<file path="config.mk">
export PLATFORM = sky130hd
export DESIGN_NAME = cla_nibble_seq
export DESIGN_NICKNAME = d
export VERILOG_FILES = /design/src/rtl/cla_nibble_seq.sv
export SDC_FILE = /design/constraint.sdc
export NUM_CORES = 1
export LEC_CHECK = 0
export BUFFER_PORTS_ARGS = -buffer_cell sky130_fd_sc_hd__buf_2
export CAP_MARGIN = 20
export CORE_AREA = 5 5 79 81
export CTS_CLUSTER_DIAMETER = 50
export DETAILED_ROUTE_END_ITERATION = 10
export DIE_AREA = 0 0 84 86
export PLACE_DENSITY_LB_ADDON = 0.1
export SYNTH_ARGS = -nofsm -noshare
export SYNTH_HDL_FRONTEND = slang
export SYNTH_SLANG_ARGS = --single-unit
</file>
<file path="constraint.sdc">
create_clock -name clk -period 3.2 [get_ports clk]
set_clock_uncertainty 0.1 [all_clocks]
set_input_delay 0.16 -clock clk [delete_from_list [all_inputs] [get_ports clk]]
set_output_delay 0.16 -clock clk [all_outputs]
set_load 0.02 [all_outputs]
</file>
<file path="src/rtl/cla_nibble_seq.sv">
// cla_nibble_seq
//   Multi-cycle adder/subtractor. A single 4-bit carry look-ahead slice is
//   reused over a W = 4*NIBBLES bit operand, one nibble per clock, least
//   significant nibble first. The slice carry-out is registered between passes.
//
// Ports
//   clk        rising-edge clock
//   rst        asynchronous, active-high reset
//   in_valid   requester presents an operation
//   in_ready   block can accept an operation (IDLE and not in reset)
//   a, b       W-bit operands
//   cin        carry-in (add) / borrow-in (sub)
//   sub        0: a+b+cin, 1: a-b-cin
//   out_valid  result valid (DONE)
//   out_ready  consumer accepts result
//   sum        W-bit result
//   cout       carry-out of MSB nibble (sub: 1 = no borrow)
//   ovf        signed overflow (carry into MSB xor carry out of MSB)

module cla_nibble_seq #(
  parameter int NIBBLES = 4
) (
  input  logic                 clk,
  input  logic                 rst,
  input  logic                 in_valid,
  output logic                 in_ready,
  input  logic [4*NIBBLES-1:0] a,
  input  logic [4*NIBBLES-1:0] b,
  input  logic                 cin,
  input  logic                 sub,
  output logic                 out_valid,
  input  logic                 out_ready,
  output logic [4*NIBBLES-1:0] sum,
  output logic                 cout,
  output logic                 ovf
);

  localparam int W    = 4 * NIBBLES;
  localparam int IDXW = (NIBBLES > 1) ? $clog2(NIBBLES) : 1;
  localparam logic [IDXW-1:0] LAST_IDX = IDXW'(NIBBLES - 1);

  typedef enum logic [1:0] {
    IDLE = 2'd0,
    RUN  = 2'd1,
    DONE = 2'd2
  } state_t;

  state_t          state_reg, state_next;
  logic [W-1:0]    a_reg, b_reg, sum_reg;
  logic            carry_reg, cout_reg, ovf_reg;
  logic [IDXW-1:0] idx_reg;

  // CLA slice signals
  logic [3:0] a_nib, b_nib, p, g, slice_sum;
  logic [4:0] c;
  logic       last_pass;

  assign last_pass = (idx_reg == LAST_IDX);

  // Nibble select for the current pass.
  always_comb begin
    a_nib = 4'd0;
    b_nib = 4'd0;
    for (int i = 0; i < NIBBLES; i++) begin
      if (idx_reg == IDXW'(i)) begin
        a_nib = a_reg[4*i +: 4];
        b_nib = b_reg[4*i +: 4];
      end
    end
  end

  // P/G generation and sum block, one bit per lane.
  genvar gi;
  generate
    for (gi = 0; gi < 4; gi++) begin : g_lane
      assign p[gi]         = a_nib[gi] ^ b_nib[gi];
      assign g[gi]         = a_nib[gi] & b_nib[gi];
      assign slice_sum[gi] = p[gi] ^ c[gi];
    end
  endgenerate

  // Carry look-ahead block: every carry is a flat function of P, G and c0.
  assign c[0] = carry_reg;
  assign c[1] = g[0] | (p[0] & c[0]);
  assign c[2] = g[1] | (p[1] & g[0]) | (p[1] & p[0] & c[0]);
  assign c[3] = g[2] | (p[2] & g[1]) | (p[2] & p[1] & g[0])
              | (p[2] & p[1] & p[0] & c[0]);
  assign c[4] = g[3] | (p[3] & g[2]) | (p[3] & p[2] & g[1])
              | (p[3] & p[2] & p[1] & g[0])
              | (p[3] & p[2] & p[1] & p[0] & c[0]);

  // Next-state logic.
  always_comb begin
    state_next = state_reg;
    case (state_reg)
      IDLE:    if (in_valid)  state_next = RUN;
      RUN:     if (last_pass) state_next = DONE;
      DONE:    if (out_ready) state_next = IDLE;
      default: state_next = IDLE;
    endcase
  end

  always_ff @(posedge clk or posedge rst) begin
    if (rst) begin
      state_reg <= IDLE;
    end else begin
      state_reg <= state_next;
    end
  end

  // Datapath. Subtraction is a + ~b + ~cin, so the inversion is folded in
  // once at accept time and the slice only ever adds.
  always_ff @(posedge clk or posedge rst) begin
    if (rst) begin
      a_reg     <= '0;
      b_reg     <= '0;
      sum_reg   <= '0;
      carry_reg <= 1'b0;
      cout_reg  <= 1'b0;
      ovf_reg   <= 1'b0;
      idx_reg   <= '0;
    end else begin
      case (state_reg)
        IDLE: begin
          if (in_valid) begin
            a_reg     <= a;
            b_reg     <= sub ? ~b : b;
            carry_reg <= cin ^ sub;
            idx_reg   <= '0;
          end
        end
        RUN: begin
          for (int i = 0; i < NIBBLES; i++) begin
            if (idx_reg == IDXW'(i)) begin
              sum_reg[4*i +: 4] <= slice_sum;
            end
          end
          carry_reg <= c[4];
          idx_reg   <= idx_reg + 1'b1;
          // On the MSB pass c3 is the carry into the MSB, so the overflow
          // flag is taken directly from the live slice rather than a copy.
          if (last_pass) begin
            cout_reg <= c[4];
            ovf_reg  <= c[3] ^ c[4];
          end
        end
        default: ;
      endcase
    end
  end

  assign in_ready  = (state_reg == IDLE) && !rst;
  assign out_valid = (state_reg == DONE);
  assign sum       = sum_reg;
  assign cout      = cout_reg;
  assign ovf       = ovf_reg;

endmodule
</file>
==> reports/summary.txt, run 1 <==
Min-Delay Endpoint -> b_reg[15]$_DFFE_PP0P_
CTS buffer count -> 5
r2r setup slk -> 360 ps
Slowest cell on crit path -> ha_1
multiplexer share of the synthesized area -> 3.215%
CP max FO -> 18
Routability Congestion -> 0.8422
Post-Synthesis Cell Area -> 2919 um^2
# resized after CTS -> 0
Ports -> 58
power per cell area -> 1076 nW/um^2
Post-Synth Adder-Cell Area -> 4.115%
DR WL/cell -> 13.58 um
Clock Sinks -> 55
worst setup margin -> 357.0 ps
Final period util -> 88.84%
Final setup viols -> 0
total core area -> 5405 um^2
HP Start -> b[15]
CP Data Required Time -> 3330 ps
Area Growth Syn to Fin -> 19.42%
R2R cell count -> 8
CP Launch Type -> flop
worst vdd ir -> 0.5382 mV
Mean Syn Cell Area -> 9.602 um^2
Clock Pin Slew Worst Setup and Hold Paths -> 100 ps
WL final -> 6016 um
CTS root buffer -> clkbuf_8
fillers -> 470
Die X -> 84 um
setup tns final -> 0 ps
most frequent cells in the layout -> 82 x nand2_1, 57 x buf_2, 55 x dfrtp_1
CTS tree -> yes
slowest stage delay, CP -> 570 ps
Post-Synth XOR/XNOR Area -> 5.401%
Final ANT Viol Nets -> 0
Antenna Cells -> 0
Post-DP Area -> 3213 um^2
initial drt markers -> 97
reg2reg end -> sum[2]$_DFFE_PP0P_
NumNets Final -> 417
Starting Density -> 54.00%
YS warnings -> 0
Gate Count Post-Synth -> 304
Site Rows -> 27
min Tclk post-route -> 2843 ps
worst hold stages -> 3
post-route cell area -> 3486 um^2
worst slack, placed -> 364.6 ps
Hold Slack -> 13.46 ps
largest family of logic cells by synthesized area -> simple AND/OR/NAND/NOR gates
count of different cell masters after synthesis -> 41
Seq/Total Area, Yosys -> 47.15%
Max Root-Sink Buffers -> 2
status -> finished, final reports clean
Lkg Pwr -> 0.001727 uW
Worst-Margin Slew -> 892.0 ps
number of port buffers -> 57
syn nets -> 351
RR Startpoint -> idx_reg[0]$_DFFE_PP0P_
layout cells sized above 1 -> 21.83%
initial antenna violation count -> 0
commonest non-fill, non-tap cell in the layout -> nand2_1
vias in the first global route -> 2236
largest net degree at the start of global routing -> 46
register bit total from synthesis -> 55
via count -> 2300
unrepaired setup endpoints after global routing -> false
global route overflow -> 0
H-tree level count -> 2
crit end category -> flop
routed vias/inst -> 5.192
DRC Markers -> 0
Die ar. -> 7224 um^2
Slew HR -> 40.47%
final hold viol count -> 0
Final Max Slew Viols -> 0
Clk Latency, worst-skew pair -> 310 ps
utilization after layout -> 64.49%
GRT Util Overall -> 17.75%
Max Fclk -> 351.7 MHz
total iterations of the first detailed-routing run -> 4
Die Span Y -> 86 um
worst hold path type -> input pin to flop
CP cell instances -> inv_1 -> ha_1 -> a21oi_1 -> a22o_1 -> ha_1 -> a211oi_4 -> nor2_1 -> o31ai_1
post-synthesis simple-gate area fraction -> 20.06%
Synth Area in Compound Gates -> 15.09%
most used cell, CP -> ha_1
maxcap violations -> 0
critical path arrival -> 2970 ps
critical path type -> flop to flop
first-pass GRT wire length -> 10590 um
HPWL after detailed placement -> 4326 um
## cell families after synthesis
family / Yosys count
buf+inv: 29
mux: 9
compound gates: 68
fa+ha+maj: 9
simple gates: 116
flops: 55
xor+xnor: 18
## worst max-delay path: cells and delay by family (launching register included)
family | cells | cell delay [ps]
AO/OA/AOI/OAI | 4 | 1060
adder cells (fa/ha/maj) | 2 | 920
buffers and inverters | 1 | 100
flip-flops | 1 | 430
AND/OR/NAND/NOR | 1 | 150
## cell type report
class / instances / area, um^2 / share of cell area (%)
sequential: 55 / 1376 / 39.48
clock buffer: 5 / 68.82 / 1.974
inverter: 9 / 33.78 / 0.9691
clock inverter: 3 / 23.77 / 0.6820
timing repair buffer: 79 / 495.5 / 14.21
multi-input combinational: 220 / 1398 / 40.09
tap: 72 / 90.09 / 2.584
## what timing repair did
action / CTS / global route
hold buffers: 18 / 0
buffers inserted: 0 / 0
endpoints found under the hold margin: 56 / 0
## metrics by stage
step | total power, uW | instances
after floorplan | 2902 | 304
after global placement | 3352 | 417
after detailed placement | 3377 | 417
after CTS | 3790 | 443
after global routing | 4116 | 443
final | 3751 | 443
## power breakdown
part | leakage [uW] | internal (uW) | total, uW | switching (uW)
Sequential | 0.000685 | 1030 | 1250 | 226
Clock | 0.0000408 | 157 | 397 | 240
Combinational | 0.00100 | 827 | 2100 | 1270
## worst max path at each step
stage | from | to | slack (ps) | cells past startpoint
6_report | idx_reg[0]$_DFFE_PP0P_ | sum[2]$_DFFE_PP0P_ | 360 | 8
5_1_grt | idx_reg[0]$_DFFE_PP0P_ | sum[2]$_DFFE_PP0P_ | 140 | 8
4_1_cts | idx_reg[0]$_DFFE_PP0P_ | sum[14]$_DFFE_PP0P_ | 330 | 8
3_5_place_dp | idx_reg[0]$_DFFE_PP0P_ | sum[14]$_DFFE_PP0P_ | 360 | 8
3_3_place_gp | idx_reg[0]$_DFFE_PP0P_ | sum[10]$_DFFE_PP0P_ | 390 | 8
2_1_floorplan | idx_reg[0]$_DFFE_PP0P_ | sum[10]$_DFFE_PP0P_ | 640 | 11
## routing by layer
| layer | track usage, % | share of wire, % | up-vias |
|---|---|---|---|
| met5 | 0 | 0 | - |
| met4 | 4.240 | 0.93 | 0 |
| met3 | 3.650 | 3.9 | 5 |
| met2 | 30.80 | 50 | 43 |
| met1 | 22.89 | 45 | 1082 |
| li1 | - | - | 1170 |
## cells in the mapped netlist (all sizes together)
cell type  count  area, um^2
mux2i          6       60.06
fa             1       20.02
and3b          1       8.760
nand3          7       35.03
or2            1       6.260
a22o           4       35.03
nand4          1       6.260
a211o          1       8.760
dfrtp         55        1376
buf           17       98.84
or4            4       30.03
nand2b         2       12.51
or3b           1       8.760
a21oi         10       50.05
mux2           3       33.78
o2111ai        4       35.03
nor3           1       5.000
nor2           2       7.510
nor2b          7       43.79
ha             8       100.1
xor2           3       26.28
clkbuf         3       12.51
nor3b          2       26.28
and2b          1       7.510
a22oi          1       7.510
o31ai          9       67.56
o21ai         31       158.9
a211oi         1       20.02
o21a           1       7.510
nand2         82       307.8
nand3b         4       80.08
inv            9       33.78
xnor2         15       131.4
o211ai         2       15.01
a221oi         4       35.03
(Power assumes the default switching activity.)
==> inputs of run 2 (changes only) <==
--- a/config.mk
+++ b/config.mk
@@ -7,10 +7,11 @@
 export LEC_CHECK = 0
 export BUFFER_PORTS_ARGS = -buffer_cell sky130_fd_sc_hd__buf_2
 export CAP_MARGIN = 20
-export CORE_AREA = 5 5 79 81
+export CORE_AREA = 5 5 73 88
 export CTS_CLUSTER_DIAMETER = 50
 export DETAILED_ROUTE_END_ITERATION = 10
-export DIE_AREA = 0 0 84 86
+export DIE_AREA = 0 0 78 93
+export GPL_TIMING_DRIVEN = 0
 export PLACE_DENSITY_LB_ADDON = 0.1
 export SYNTH_ARGS = -nofsm -noshare
 export SYNTH_HDL_FRONTEND = slang
==> reports/summary.txt, run 2 (synthesis results as in run 1) <==
status -> finished, final reports clean (unchanged)
number of port buffers -> 56 (was 57)
largest net degree at the start of global routing -> 37 (was 46)
maxcap violations -> 0 (unchanged)
final hold viol count -> 0 (unchanged)
worst vdd ir -> 0.4375 mV (was 0.5382 mV)
Final Max Slew Viols -> 0 (unchanged)
Clock Pin Slew Worst Setup and Hold Paths -> 100 ps (about the same)
layout cells sized above 1 -> 24.55% (was 21.83%)
Ports -> 58 (unchanged)
CP Data Required Time -> 3330 ps (about the same)
unrepaired setup endpoints after global routing -> false (unchanged)
setup tns final -> 0 ps (unchanged)
global route overflow -> 0 (unchanged)
initial drt markers -> 70 (was 97)
Die Span Y -> 93 um (was 86 um)
Antenna Cells -> 0 (unchanged)
r2r setup slk -> 270 ps (was 360 ps)
initial antenna violation count -> 0 (unchanged)
Area Growth Syn to Fin -> 23.87% (was 19.42%)
total core area -> 5518 um^2 (was 5405 um^2)
Register Area -> 1376 um^2 (unchanged)
HP Start -> b[2] (was b[15])
Starting Density -> 52.90% (was 54.00%)
HPWL after detailed placement -> 4903 um (was 4326 um)
fillers -> 499 (was 470)
Die ar. -> 7254 um^2 (was 7224 um^2)
Clk Latency, worst-skew pair -> 320 ps (was 310 ps)
H-tree level count -> 2 (unchanged)
first-pass GRT wire length -> 11230 um (was 10590 um)
Final ANT Viol Nets -> 0 (unchanged)
WL final -> 6627 um (was 6016 um)
DRC Markers -> 0 (unchanged)
CTS buffer count -> 5 (unchanged)
critical path arrival -> 3060 ps (was 2970 ps)
crit end category -> flop (unchanged)
via count -> 2394 (was 2300)
Final setup viols -> 0 (unchanged)
Max Fclk -> 340.9 MHz (was 351.7 MHz)
total power -> 4031 uW (was 3751 uW)
worst hold stages -> 3 (unchanged)
Lkg Pwr -> 0.001820 uW (was 0.001727 uW)
Site Rows -> 30 (was 27)
# resized after CTS -> 0 (unchanged)
Slew HR -> 69.26% (was 40.47%)
RR Startpoint -> idx_reg[0]$_DFFE_PP0P_ (unchanged)
post-route cell area -> 3616 um^2 (was 3486 um^2)
Setup crit start -> idx_reg[0]$_DFFE_PP0P_ (unchanged)
CTS tree -> yes (unchanged)
critical path type -> flop to flop (unchanged)
Clock Sinks -> 55 (unchanged)
CTS root buffer -> clkbuf_8 (unchanged)
utilization after layout -> 65.53% (was 64.49%)
Routability Congestion -> 0.8535 (was 0.8422)
min Tclk post-route -> 2933 ps (was 2843 ps)
NumNets Final -> 433 (was 417)
GRT Util Overall -> 19.22% (was 17.75%)
total iterations of the first detailed-routing run -> 4 (unchanged)
Final period util -> 91.67% (was 88.84%)
Post-DP Area -> 3299 um^2 (was 3213 um^2)
most frequent cells in the layout -> 82 x nand2_1, 69 x buf_2, 55 x dfrtp_1 (was 82 x nand2_1, 57 x buf_2, 55 x dfrtp_1)
CP max FO -> 10 (was 18)
reg2reg end -> sum[14]$_DFFE_PP0P_ (was sum[2]$_DFFE_PP0P_)
worst hold path type -> input pin to flop (unchanged)
commonest non-fill, non-tap cell in the layout -> nand2_1 (unchanged)
Die X -> 78 um (was 84 um)
power per cell area -> 1115 nW/um^2 (was 1076 nW/um^2)
CP Launch Type -> flop (unchanged)
R2R cell count -> 11 (was 8)
DR WL/cell -> 14.69 um (was 13.58 um)
routed vias/inst -> 5.308 (was 5.192)
vias in the first global route -> 2440 (was 2236)
Max Root-Sink Buffers -> 2 (unchanged)
Worst-Margin Slew -> 461.2 ps (was 892.0 ps)
Min-Delay Endpoint -> b_reg[2]$_DFFE_PP0P_ (was b_reg[15]$_DFFE_PP0P_)
multi-input logic area -> 1398 um^2 (unchanged)
## run 2: metal layers
layer | GRT usage (%) | vias to the layer above | part of all wire (%)
met5 | 0 | - | 0
met4 | 6.761 | 0 | 2.2
met3 | 3.661 | 14 | 4.4
met2 | 34.68 | 54 | 52
met1 | 22.53 | 1128 | 41
li1 | - | 1198 | -
## run 2: area by class of cell
class | count | area share [%]
Tap cell | 64 | 2.215
Sequential cell | 55 | 38.06
Inverter | 9 | 0.9343
Timing Repair Buffer | 75 | 13.29
Clock buffer | 5 | 1.903
Clock inverter | 3 | 1.869
Multi-Input combinational cell | 220 | 38.65
Buffer | 20 | 3.080
## run 2: power breakdown
| group | internal, uW | switching (uW) |
|---|---|---|
| sequential | 1030 | 172 |
| clock | 312 | 236 |
| combinational | 886 | 1400 |
## run 2: metrics by stage
| step | hold slack (ps) | setup WS (ps) | cells |
|---|---|---|---|
| after global routing | 13.70 | 55.03 | 451 |
| after CTS | 6.121 | 280.1 | 451 |
| after detailed placement | 99.94 | 315.6 | 425 |
| after floorplan | 165.4 | 635.4 | 304 |
| after global placement | 249.5 | 346.7 | 424 |
| final | 11.83 | 266.7 | 451 |
## run 2: worst max-delay path: stages (launching register included)
cell and delay, ps:
dfrtp_1 430, inv_1 80, ha_1 190, buf_2 180, buf_2 210, a21oi_1 120, o21ai_0 120, a22o_1 240
ha_1 340, a211oi_4 410, nor2_1 170, o31ai_1 250
## run 2: worst max-delay path by stage
stage	end	slack (ps)
finish	sum[14]$_DFFE_PP0P_	270
global route	sum[10]$_DFFE_PP0P_	60
CTS	sum[14]$_DFFE_PP0P_	280
detailed placement	sum[14]$_DFFE_PP0P_	320
global placement	sum[10]$_DFFE_PP0P_	350
floorplan	sum[10]$_DFFE_PP0P_	640
## run 2: what timing repair did
action                    4_1_cts  5_1_grt
setup buffers                   0        0
hold buffers                   18        0
hold endpoints to repair       36        0
==> inputs of run 3 (changes only) <==
--- a/config.mk
+++ b/config.mk
@@ -12,7 +12,8 @@
 export DETAILED_ROUTE_END_ITERATION = 10
 export DIE_AREA = 0 0 78 93
 export GPL_TIMING_DRIVEN = 0
-export PLACE_DENSITY_LB_ADDON = 0.1
+export PLACE_DENSITY_LB_ADDON = 0.12
+export RECOVER_POWER = 25
 export SYNTH_ARGS = -nofsm -noshare
 export SYNTH_HDL_FRONTEND = slang
 export SYNTH_SLANG_ARGS = --single-unit
==> reports/summary.txt, run 3 (synthesis results as in run 1) <==
worst hold stages -> 3 (unchanged)
CP Launch Type -> flop (unchanged)
Worst-Margin Slew -> 986.2 ps (was 461.2 ps)
cell count after placement -> 425 (unchanged)
Internal -> 2108 uW (was 2226 uW)
setup tns final -> 0 ps (unchanged)
vias in the first global route -> 2285 (was 2440)
R2R cell count -> 11 (unchanged)
routed vias/inst -> 5.202 (was 5.308)
CTS tree -> yes (unchanged)
DR WL/cell -> 14.12 um (was 14.69 um)
initial antenna violation count -> 0 (unchanged)
unrepaired setup endpoints after global routing -> false (unchanged)
Area Growth Syn to Fin -> 22.12% (was 23.87%)
non-filler instance count after layout -> 451 (unchanged)
critical path type -> flop to flop (unchanged)
worst vdd ir -> 0.4449 mV (was 0.4375 mV)
CTS root buffer -> clkbuf_8 (unchanged)
critical path arrival -> 3040 ps (was 3060 ps)
Final ANT Viol Nets -> 0 (unchanged)
initial drt markers -> 76 (was 70)
WL final -> 6370 um (was 6627 um)
Hold Slack -> 30.03 ps (was 11.83 ps)
CTS buffer count -> 5 (unchanged)
largest net degree at the start of global routing -> 41 (was 37)
via count -> 2346 (was 2394)
Register Area -> 1376 um^2 (unchanged)
fillers -> 487 (was 499)
CP Data Required Time -> 3310 ps (was 3330 ps)
Starting Density -> 52.90% (unchanged)
GRT Util Overall -> 18.58% (was 19.22%)
commonest non-fill, non-tap cell in the layout -> nand2_1 (unchanged)
Routability Congestion -> 0.8650 (was 0.8535)
NetSw -> 1771 uW (was 1805 uW)
worst hold path type -> input pin to flop (unchanged)
Net Sw Frac -> 45.65% (was 44.77%)
H-tree level count -> 2 (unchanged)
Max Root-Sink Buffers -> 2 (unchanged)
slowest stage delay, CP -> 420 ps (was 430 ps)
final hold viol count -> 0 (unchanged)
total core area -> 5518 um^2 (unchanged)
Antenna Cells -> 0 (unchanged)
power per cell area -> 1088 nW/um^2 (was 1115 nW/um^2)
# resized after CTS -> 0 (unchanged)
Reg power frac -> 31.0% (was 29.8%)
Max Fclk -> 341.5 MHz (was 340.9 MHz)
NumNets Final -> 433 (unchanged)
Final Max Slew Viols -> 0 (unchanged)
Clk network pwr share -> 10.7% (was 13.6%)
total iterations of the first detailed-routing run -> 4 (unchanged)
Final period util -> 91.50% (was 91.67%)
Clk Latency, worst-skew pair -> 300 ps (was 320 ps)
DRC Markers -> 0 (unchanged)
layout cells sized above 1 -> 24.03% (was 24.55%)
Die X -> 78 um (unchanged)
Lkg Pwr -> 0.001803 uW (was 0.001820 uW)
status -> finished, final reports clean (unchanged)
Slowest cell on crit path -> dfrtp_1 (unchanged)
CP cell instances -> inv_1 -> ha_1 -> buf_2 -> buf_2 -> a21oi_1 -> o21ai_0 -> a22o_1 -> ha_1 -> a211oi_4 -> nor2_1 -> o31ai_1 (unchanged)
most frequent cells in the layout -> 82 x nand2_1, 69 x buf_2, 55 x dfrtp_1 (unchanged)
Clock Pin Slew Worst Setup and Hold Paths -> 90 ps (was 100 ps)
crit end category -> flop (unchanged)
HPWL after detailed placement -> 4778 um (was 4903 um)
multi-input logic area -> 1398 um^2 (unchanged)
CP max FO -> 10 (unchanged)
Die Span Y -> 93 um (unchanged)
maxcap violations -> 0 (unchanged)
Die ar. -> 7254 um^2 (unchanged)
Clock Sinks -> 55 (unchanged)
global route overflow -> 0 (unchanged)
Logic pwr share -> 58.3% (was 56.6%)
Ports -> 58 (unchanged)
Final setup viols -> 0 (unchanged)
first-pass GRT wire length -> 10760 um (was 11230 um)
total power -> 3880 uW (was 4031 uW)
Site Rows -> 30 (unchanged)
number of port buffers -> 56 (unchanged)
min Tclk post-route -> 2928 ps (was 2933 ps)
Slew HR -> 34.25% (was 69.26%)
run 3: cell count changes in the layout (fill, tap and decap cells not counted):
cell,before,now
inv_2,1,0
clkbuf_8,5,7
bufinv_16,2,0
clkinvlp_4,1,0
clkbuf_2,1,2
buf_12,1,0
inv_1,8,9
clkbuf_1,2,3
run 3: cell type report:
class                           count  area share (%)
Multi-Input combinational cell    220           39.21
Sequential cell                    55           38.61
Timing Repair Buffer               75           13.06
Buffer                             20           3.124
Clock buffer                        8           2.808
Tap cell                           64           2.246
Inverter                            9          0.9477
run 3: power by group through the flow:
| stage | Combinational (uW) | Clock (uW) | Sequential (uW) |
|---|---|---|---|
| global route | 2530 | 454 | 1250 |
| floorplan | 1600 | 0 | 1300 |
| global placement | 2220 | 0 | 1210 |
| CTS | 2290 | 424 | 1210 |
| detailed placement | 2260 | 0 | 1220 |
| finish | 2260 | 414 | 1200 |
run 3: what timing repair did:
action,CTS,global route
endpoints found under the hold margin,32,0
hold buffers,18,0
buffers inserted,0,0
run 3: per-layer routing:
metal	GRT usage, %	part of all wire, %
met1	21.69	42
met2	34.40	53
met3	3.468	4.0
met4	5.070	1.1
met5	0	0
run 3: final timing paths:
check,slack (ps),endpoint,start
setup / recovery,270,sum[10]$_DFFE_PP0P_,idx_reg[0]$_DFFE_PP0P_
hold / removal,30,b_reg[2]$_DFFE_PP0P_,b[2]
setup reg to reg,270,sum[10]$_DFFE_PP0P_,idx_reg[0]$_DFFE_PP0P_
hold reg to reg,380,sum[9]$_DFFE_PP0P_,sum[9]$_DFFE_PP0P_
max in group asynchronous,1290,b_reg[8]$_DFFE_PP0P_,rst
min in group asynchronous,350,state_reg[1]$_DFFE_PP0P_,rst
run 3: stage by stage:
| step | setup WS (ps) | cell area [um^2] | util [%] |
|---|---|---|---|
| finish | 271.9 | 3565 | 64.60 |
| global route | 38.15 | 3565 | 64.60 |
| CTS | 263.8 | 3580 | 64.88 |
| detailed placement | 287.1 | 3299 | 59.80 |
| global placement | 354.6 | 3279 | 59.43 |
| floorplan | 635.4 | 2919 | - |
run 3: critical path, delay by kind of cell, from the launching register on:
family | cells | cell delay (ps)
AO/OA/AOI/OAI | 5 | 1170
adder cells (fa/ha/maj) | 2 | 520
buffers and inverters | 3 | 470
flip-flops | 1 | 420
AND/OR/NAND/NOR | 1 | 160
